<file path="src/rtl/fft_frame_source.sv">
// fft_frame_source: buffers a sample stream and emits overlapping FFT_LEN-sample frames every HOP samples
module fft_frame_source #(
  parameter int bit_length = 32,
  parameter int FFT_LEN = 16,
  parameter int HOP = 8
) (
  input  logic                  clk,
  input  logic                  reset,
  input  logic                  sample_valid,
  input  logic [bit_length-1:0] sample_in,
  output logic                  sample_ready,
  output logic                  enable_out,
  output logic [bit_length-1:0] data_out_re,
  output logic [bit_length-1:0] data_out_im,
  output logic                  frame_start
);
  localparam int AW = $clog2(FFT_LEN);
  localparam logic [1:0] FILL = 2'd0, WAIT = 2'd1, BURST = 2'd2;
  logic [1:0] state;
  logic [AW-1:0] wp, cnt;
  logic [AW:0] k;
  logic [bit_length-1:0] mem [FFT_LEN];
  logic accept, last;
  assign accept = sample_valid && sample_ready;
  assign last = cnt == ((state == FILL) ? AW'(FFT_LEN - 1) : AW'(HOP - 1));
  assign data_out_im = '0;
  // Window storage survives reset; only pointers and state are cleared
  always_ff @(posedge clk) begin
    if (accept) mem[wp] <= sample_in;
  end
  // Fill/wait counting and burst sequencing; k == FFT_LEN is the one-cycle tail that keeps ready low
  always_ff @(posedge clk) begin
    if (reset) begin
      state <= FILL;
      wp <= '0;
      cnt <= '0;
      k <= '0;
      sample_ready <= 1'b0;
      enable_out <= 1'b0;
      frame_start <= 1'b0;
      data_out_re <= '0;
    end else begin
      enable_out <= 1'b0;
      frame_start <= 1'b0;
      data_out_re <= '0;
      if (state == BURST) begin
        if (k == (AW+1)'(FFT_LEN)) begin
          state <= WAIT;
          sample_ready <= 1'b1;
        end else begin
          enable_out <= 1'b1;
          frame_start <= k == '0;
          data_out_re <= mem[wp + k[AW-1:0]];
          k <= k + 1'b1;
        end
      end else begin
        sample_ready <= 1'b1;
        if (accept) begin
          wp <= wp + 1'b1;
          cnt <= last ? '0 : cnt + 1'b1;
          if (last) begin
            state <= BURST;
            k <= '0;
            sample_ready <= 1'b0;
          end
        end
      end
    end
  end
endmodule

</file>
<file path="config.mk">
export PLATFORM = sky130hd
export DESIGN_NAME = fft_frame_source
export DESIGN_NICKNAME = d
export VERILOG_FILES = /design/src/rtl/fft_frame_source.sv
export SDC_FILE = /design/constraint.sdc
export NUM_CORES = 1
export LEC_CHECK = 0
export CORE_MARGIN = 2
export CORE_UTILIZATION = 40
export CTS_BUF_LIST = sky130_fd_sc_hd__clkbuf_2 sky130_fd_sc_hd__clkbuf_4 sky130_fd_sc_hd__clkbuf_8
export DETAILED_ROUTE_END_ITERATION = 10
export GPL_ROUTABILITY_DRIVEN = 1
export PLACE_DENSITY = 0.67
export SYNTH_ARGS = -nofsm -noshare
export SYNTH_HDL_FRONTEND = slang
export SYNTH_SLANG_ARGS = --single-unit
</file>
<file path="constraint.sdc">
create_clock -name clk -period 6.5 [get_ports clk]
set_input_delay 1.625 -clock clk [delete_from_list [all_inputs] [get_ports clk]]
set_output_delay 1.625 -clock clk [all_outputs]
set_load 0.1 [all_outputs]
</file>
==> impl_metrics.ini, run 1 <==
[final_layout]
final_cell_count_no_fill = 1869
fill_cells = 4289
final_util_pct = 47.1
drive_gt1_share_pct = 30.0
fin_nets = 1158
n_antenna_cell = 0
area.growth.synth_to_final_pct = 16.0

[timing]
fmax_mhz = 251
hold_viol = 0
fin_tns_setup_ns = 0
drv_slew = 0
fin_crit_sh_pct = 61.3
relSlewSlack_pct = 21.3
clock_skew_ns = 0.0449
setup_viol = 0
finalCriticalPeriod_ns = 3.99
tightest_slew_ns = 1.18
rsz0062_at_grt = no

[synth]
ys_seq_area_share_pct = 76.3
yosysWarnings = 0
syn_area_per_cell_um2 = 22.0
ys_seq_elements = 562
syn_inst = 977
syn_area_um2 = 21500
ys_types = 37

[worst_hold_path]
hold_end = state[1]
min_path_cells = 2
hold_start = state[1]
hold_path.class = register to register

[global_route]
antenna_found_initial = 0
grt_max_degree = 76
grt_usage_pct = 15.3
grt_pass1_vias = 10200
grt_overflow = 0
grt_pass1_wl_mm = 63.6

[die]
rows = 84
core_um2 = 52800
pin_count = 102
dieArea_um2 = 55500
start_util_pct = 40.7
chipHeight_um = 236
floorplan.die.width_um = 236

[route]
vias = 9712
wl_per_cell_um = 22.5
dr_wl_met2_mm = 21.0
dr_wl_met3_mm = 2.02
wl_met1_mm = 18.3
ant_nets = 0
top_layer = met4
routed_wl_mm = 42.1
drt_iter0_markers = 733
first_pass_iters = 5
drc = 0
via_per_inst = 5.20

[critical_path]
endpoint_kind = output pin
cp_cell_sequence = clkdlybuf4s50_1
setup.worst_path.start_class = register
r2r-start = wp[0]
r2r-end = data_out_re[13]
crit_path_max_fanout = 6
ff2ff_path_depth = 6
critical_path_required_ns = 4.88
worstSetupPathType = register to output pin
max_stage_delay_ns = 1.19
cp_slowest_cell = clkdlybuf4s50_1
critPathArrivalTime_ns = 2.36
critPathBufInv = 1
critPathTopFamily = buffers and inverters
r2r_setup_slack_ns = 2.98

[power_and_ir_drop]
ir_worst_vdd_mv = 0.141
power_density_nw_per_um2 = 302
power_leakage_nw = 7.61

[clock_tree]
cts_sinks = 562
clkSlewWorstSetupHoldPaths_ns = 0.06
clockRootBuffer = clkbuf_8
cts_resized = 0
cts_tree = yes
postCtsSetupBuffers = 0
hold_buffers = 0
cts_buffers = 90
cts_max_level = 3
clock_latency_ns = 0.68
clock_path_buffers = 3

[run]
cap_violations = 0

[status]
outcome = completed

[placement]
place_hpwl_mm = 24.1
io_buffer_count = 69
place_congestion = 0.706
dpl.cell_count = 1708
tightest hold or removal path: cells and delay by family (launching register included):
family / cells / cell delay (ns)
DFF: 1 / 0.33
and+or+nand+nor: 1 / 0.06
AOI/OAI and AO/OA: 1 / 0.05
where the power goes:
| group | leakage (nW) | total [mW] | switching (mW) | internal, mW |
|---|---|---|---|---|
| sequential | 5.02 | 3.97 | 0.00727 | 3.96 |
| clock | 1.01 | 3.15 | 1.36 | 1.78 |
| combinational | 1.59 | 0.396 | 0.252 | 0.144 |
| total | 7.61 | 7.51 | 1.62 | 5.89 |
routing by layer:
layer | vias up | GRT usage, %
li1 | 4259 | -
met1 | 5118 | 20.7
met2 | 267 | 24.9
met3 | 68 | 3.35
met4 | 0 | 4.98
met5 | - | 0
cell families after synthesis:
| logic type | count (synthesis) | synth area share [%] |
|---|---|---|
| mux | 192 | 16.4 |
| compound gates | 53 | 2.36 |
| other cells | 1 | 0.0175 |
| buf+inv | 83 | 2.29 |
| fa+ha+maj | 11 | 0.677 |
| xor+xnor | 10 | 0.443 |
| simple gates | 65 | 1.45 |
| flops | 562 | 76.3 |
cell usage in the layout, fill, tap and decap left out, drive strengths merged:
master / count
clkbuf: 129
nand3: 11
ha: 10
xnor2: 7
or3: 1
nand2b: 2
clkinv: 22
bufinv: 5
buf: 20
or3b: 1
inv: 10
xor2: 3
a211oi: 1
nand4: 1
dfxtp: 50
a311oi: 1
edfxtp: 512
nand3b: 1
fa: 1
clkinvlp: 1
nor2b: 3
mux4: 128
o31ai: 1
nor3b: 4
mux2i: 64
conb: 32
a21oi: 10
nand2: 12
and3: 1
nor2: 24
clkdlybuf4s50: 69
o22ai: 32
o21ai: 5
nor3: 4
a31o: 3
how the worst max path moves through the flow:
stage / from / end / slack (ns) / cells past startpoint
after floorplan: sample_valid / mem[7][0] / 1.78 / 2
after global placement: sample_valid / mem[2][20] / 2.39 / 4
after detailed placement: sample_valid / mem[2][15] / 2.36 / 4
after CTS: sample_ready / sample_ready / 2.43 / 1
after global routing: sample_ready / sample_ready / 2.42 / 1
final: sample_ready / sample_ready / 2.51 / 1
cells in the mapped netlist:
cell type | n | share of area [%]
conb_1 | 1 | 0.017
buf_2 | 23 | 0.54
mux4_2 | 128 | 13
xor2_2 | 1 | 0.076
o22ai_2 | 28 | 1.6
or3_1 | 1 | 0.029
a211oi_2 | 1 | 0.058
nor2_1 | 24 | 0.42
a21oi_1 | 10 | 0.23
nand2b_1 | 2 | 0.058
nor2b_1 | 3 | 0.088
ha_1 | 10 | 0.58
buf_4 | 32 | 1.1
o21ai_1 | 1 | 0.023
and3_1 | 1 | 0.029
nor3b_2 | 1 | 0.058
nor3b_1 | 3 | 0.10
a311oi_1 | 1 | 0.041
inv_1 | 6 | 0.10
or3b_1 | 1 | 0.041
a31o_2 | 3 | 0.12
nor3_1 | 4 | 0.093
clkbuf_1 | 18 | 0.31
dfxtp_1 | 50 | 4.7
buf_6 | 4 | 0.21
xor2_1 | 2 | 0.082
o31ai_1 | 1 | 0.035
nand2_1 | 12 | 0.21
xnor2_1 | 7 | 0.29
o21ai_0 | 4 | 0.093
nand3_1 | 11 | 0.26
edfxtp_1 | 512 | 72
nand4_1 | 1 | 0.029
o22ai_1 | 4 | 0.12
nand3b_1 | 1 | 0.035
mux2i_1 | 64 | 3.0
fa_1 | 1 | 0.093
state kept, by name, summed over array words and instances (netlist names):
signal	flops
cnt	4
data_out_re	32
enable_out	1
frame_start	1
k	5
mem	512
sample_ready	1
state	2
wp	4
cell type report:
class | count | area [um^2] | share of cell area, %
timing repair buffer | 89 | 866 | 3.48
tap | 688 | 861 | 3.46
clock buffer | 129 | 1590 | 6.41
sequential | 562 | 16400 | 65.8
multi-input combinational | 363 | 4860 | 19.5
clock inverter | 32 | 298 | 1.20
inverter | 6 | 22.5 | 0.0905
metrics by stage:
stage                     setup WS, ns  cell area (um^2)  hold WS (ns)  power (mW)
final                             2.51             24900         0.495        7.51
after global routing              2.42             24900         0.523        7.77
after CTS                         2.43             24900         0.492        7.59
after detailed placement          2.36             23000         0.487        4.45
after global placement            2.39             23000         0.471        4.44
after floorplan                   1.78             21600         0.459        4.34
(Power assumes the default switching activity.)
==> run 2: changes to the inputs <==
--- a/config.mk
+++ b/config.mk
@@ -10,7 +10,7 @@
 export CTS_BUF_LIST = sky130_fd_sc_hd__clkbuf_2 sky130_fd_sc_hd__clkbuf_4 sky130_fd_sc_hd__clkbuf_8
 export DETAILED_ROUTE_END_ITERATION = 10
 export GPL_ROUTABILITY_DRIVEN = 1
-export PLACE_DENSITY = 0.67
+export PLACE_DENSITY = 0.69
 export SYNTH_ARGS = -nofsm -noshare
 export SYNTH_HDL_FRONTEND = slang
 export SYNTH_SLANG_ARGS = --single-unit
==> constraint.sdc (replaced) <==
create_clock -name clk -period 3.2 [get_ports clk]
set_input_delay 0.8 -clock clk [delete_from_list [all_inputs] [get_ports clk]]
set_output_delay 0.8 -clock clk [all_outputs]
set_load 0.1 [all_outputs]
==> impl_metrics.ini, run 2 (synthesis results as in run 1) <==
[final_layout]
area.growth.synth_to_final_pct = 17.1
layout_common_cells = 512 x edfxtp_1, 128 x mux4_2, 108 x clkbuf_8
fill_cells = 4314
fin_nets = 1175
largest_register = mem
biggestRegsByFlops = mem (512), data_out_re (32), k (5)
final_common_cell = edfxtp_1
final-seq-area_um2 = 16400
stdcell_area_um2 = 25100
drive_gt1_share_pct = 34.2
multi_input_area_um2 = 4860
largest_register_ffs = 512

[global_route]
grtUsageMet1_pct = 21.1
met3_usage_pct = 3.20
grt_max_degree = 56
grt_overflow = 0
grt_usage_pct = 15.5
grt_pass1_vias = 10400
antenna_found_initial = 1
grtUsageMet2_pct = 25.6
grt_pass1_wl_mm = 64.9
grt.busiest_layer = met2

[worst_hold_path]
hold_path.class = register to register
min_path_cells = 2

[die]
core_um2 = 52800
chipHeight_um = 236
start_util_pct = 40.7
floorplan.die.width_um = 236
pin_count = 102
dieArea_um2 = 55500
rows = 84

[clock_tree]
cts_max_level = 3
cts_buffers = 90
clock_latency_ns = 0.64
cts_tree = yes
cts_resized = 0
clockRootBuffer = clkbuf_8
postCtsSetupBuffers = 0
clkSlewWorstSetupHoldPaths_ns = 0.06
hold_buffers = 0
clock_path_buffers = 3
cts_sinks = 562

[timing]
clock_skew_ns = 0.0205
rsz0062_at_grt = no
fin_hold_ws_ns = 0.488
relSlewSlack_pct = 52.3
finalCriticalPeriod_ns = 2.63
tightest_slew_ns = 0.715
layout_setup_ws_ns = 0.570
setup_viol = 0
fin_crit_sh_pct = 82.2
hold_viol = 0
drv_slew = 0
fmax_mhz = 380

[critical_path]
setup.worst_path.start_class = register
critPathArrivalTime_ns = 3.12
cp_slowest_cell = fa_4
worstSetupPathType = register to register
path_depth = 6
endpoint_kind = register
cp_cell_sequence = ha_4, fa_4, buf_12, mux4_2, mux2i_1, o22ai_2
critPathTopFamily = adder cells
crit_path_max_fanout = 52
critical_path_required_ns = 3.69
critPathBufInv = 1
max_stage_delay_ns = 0.80
ff2ff_path_depth = 6

[route]
vias = 9926
drt_iter0_markers = 836
first_pass_iters = 5
routed_wl_mm = 42.5
ant_nets = 0
wl_per_cell_um = 22.4
drc = 0
via_per_inst = 5.24

[placement]
dpl_cell_area_um2 = 23200
io_buffer_count = 69
place_congestion = 0.727
dp_slack_ns = 0.417
place_hpwl_mm = 24.0

[status]
outcome = completed

[run]
cap_violations = 0

[power_and_ir_drop]
power_density_nw_per_um2 = 604
power_leakage_nw = 7.82
total_power_mw = 15.2
ir_worst_vdd_mv = 0.284
## run 2: cell count changes in the layout (fill, tap and decap cells not counted), moves of 2 or more
cell and delta:
buf_12 +15, buf_4 +37, bufinv_16 -4, clkbuf_4 +12, clkbuf_8 +8, clkdlybuf4s50_1 -35
clkinv_2 -7, clkinvlp_4 +2, inv_6 -3
## run 2: where the power goes
group | switching, mW | total, mW | leakage (nW) | internal [mW]
logic | 0.511 | 0.820 | 1.79 | 0.309
clock network | 2.67 | 6.28 | 1.01 | 3.61
registers | 0.0137 | 8.06 | 5.02 | 8.05
total | 3.20 | 15.2 | 7.82 | 12.0
## run 2: worst paths after layout
path,startpoint,to,slack [ns]
setup / recovery,wp[0],data_out_re[20],0.57
hold / removal,state[1],state[1],0.49
setup reg to reg,wp[0],data_out_re[20],0.57
hold reg to reg,state[1],state[1],0.49
## run 2: cell type report
class | instances | area share [%]
Clock buffer | 149 | 7.14
Timing Repair Buffer | 106 | 4.35
Sequential cell | 562 | 65.2
Inverter | 6 | 0.0897
Tap cell | 688 | 3.43
Antenna cell | 1 | 0.00996
Multi-Input combinational cell | 363 | 19.3
Clock inverter | 18 | 0.443
## run 2: worst reg2reg max path, cell delays in order (launching register included)
cell and delay, ns:
dfxtp_1 0.39, ha_4 0.20, fa_4 0.80, buf_12 0.28, mux4_2 0.48, mux2i_1 0.23
o22ai_2 0.11
## run 2: layer usage
layer,up-vias,wire length (um)
li1,4296,-
met1,5271,18400
met2,311,21300
met3,48,2150
met4,0,620
met5,-,0
## run 2: through the flow
| step | util (%) | instances | setup TNS (ns) |
|---|---|---|---|
| after floorplan | - | 1008 | -95.51 |
| after global placement | 44.0 | 1725 | 0 |
| after detailed placement | 44.0 | 1725 | 0 |
| after CTS | 47.6 | 1892 | 0 |
| after global routing | 47.6 | 1893 | 0 |
| final | 47.6 | 1893 | 0 |
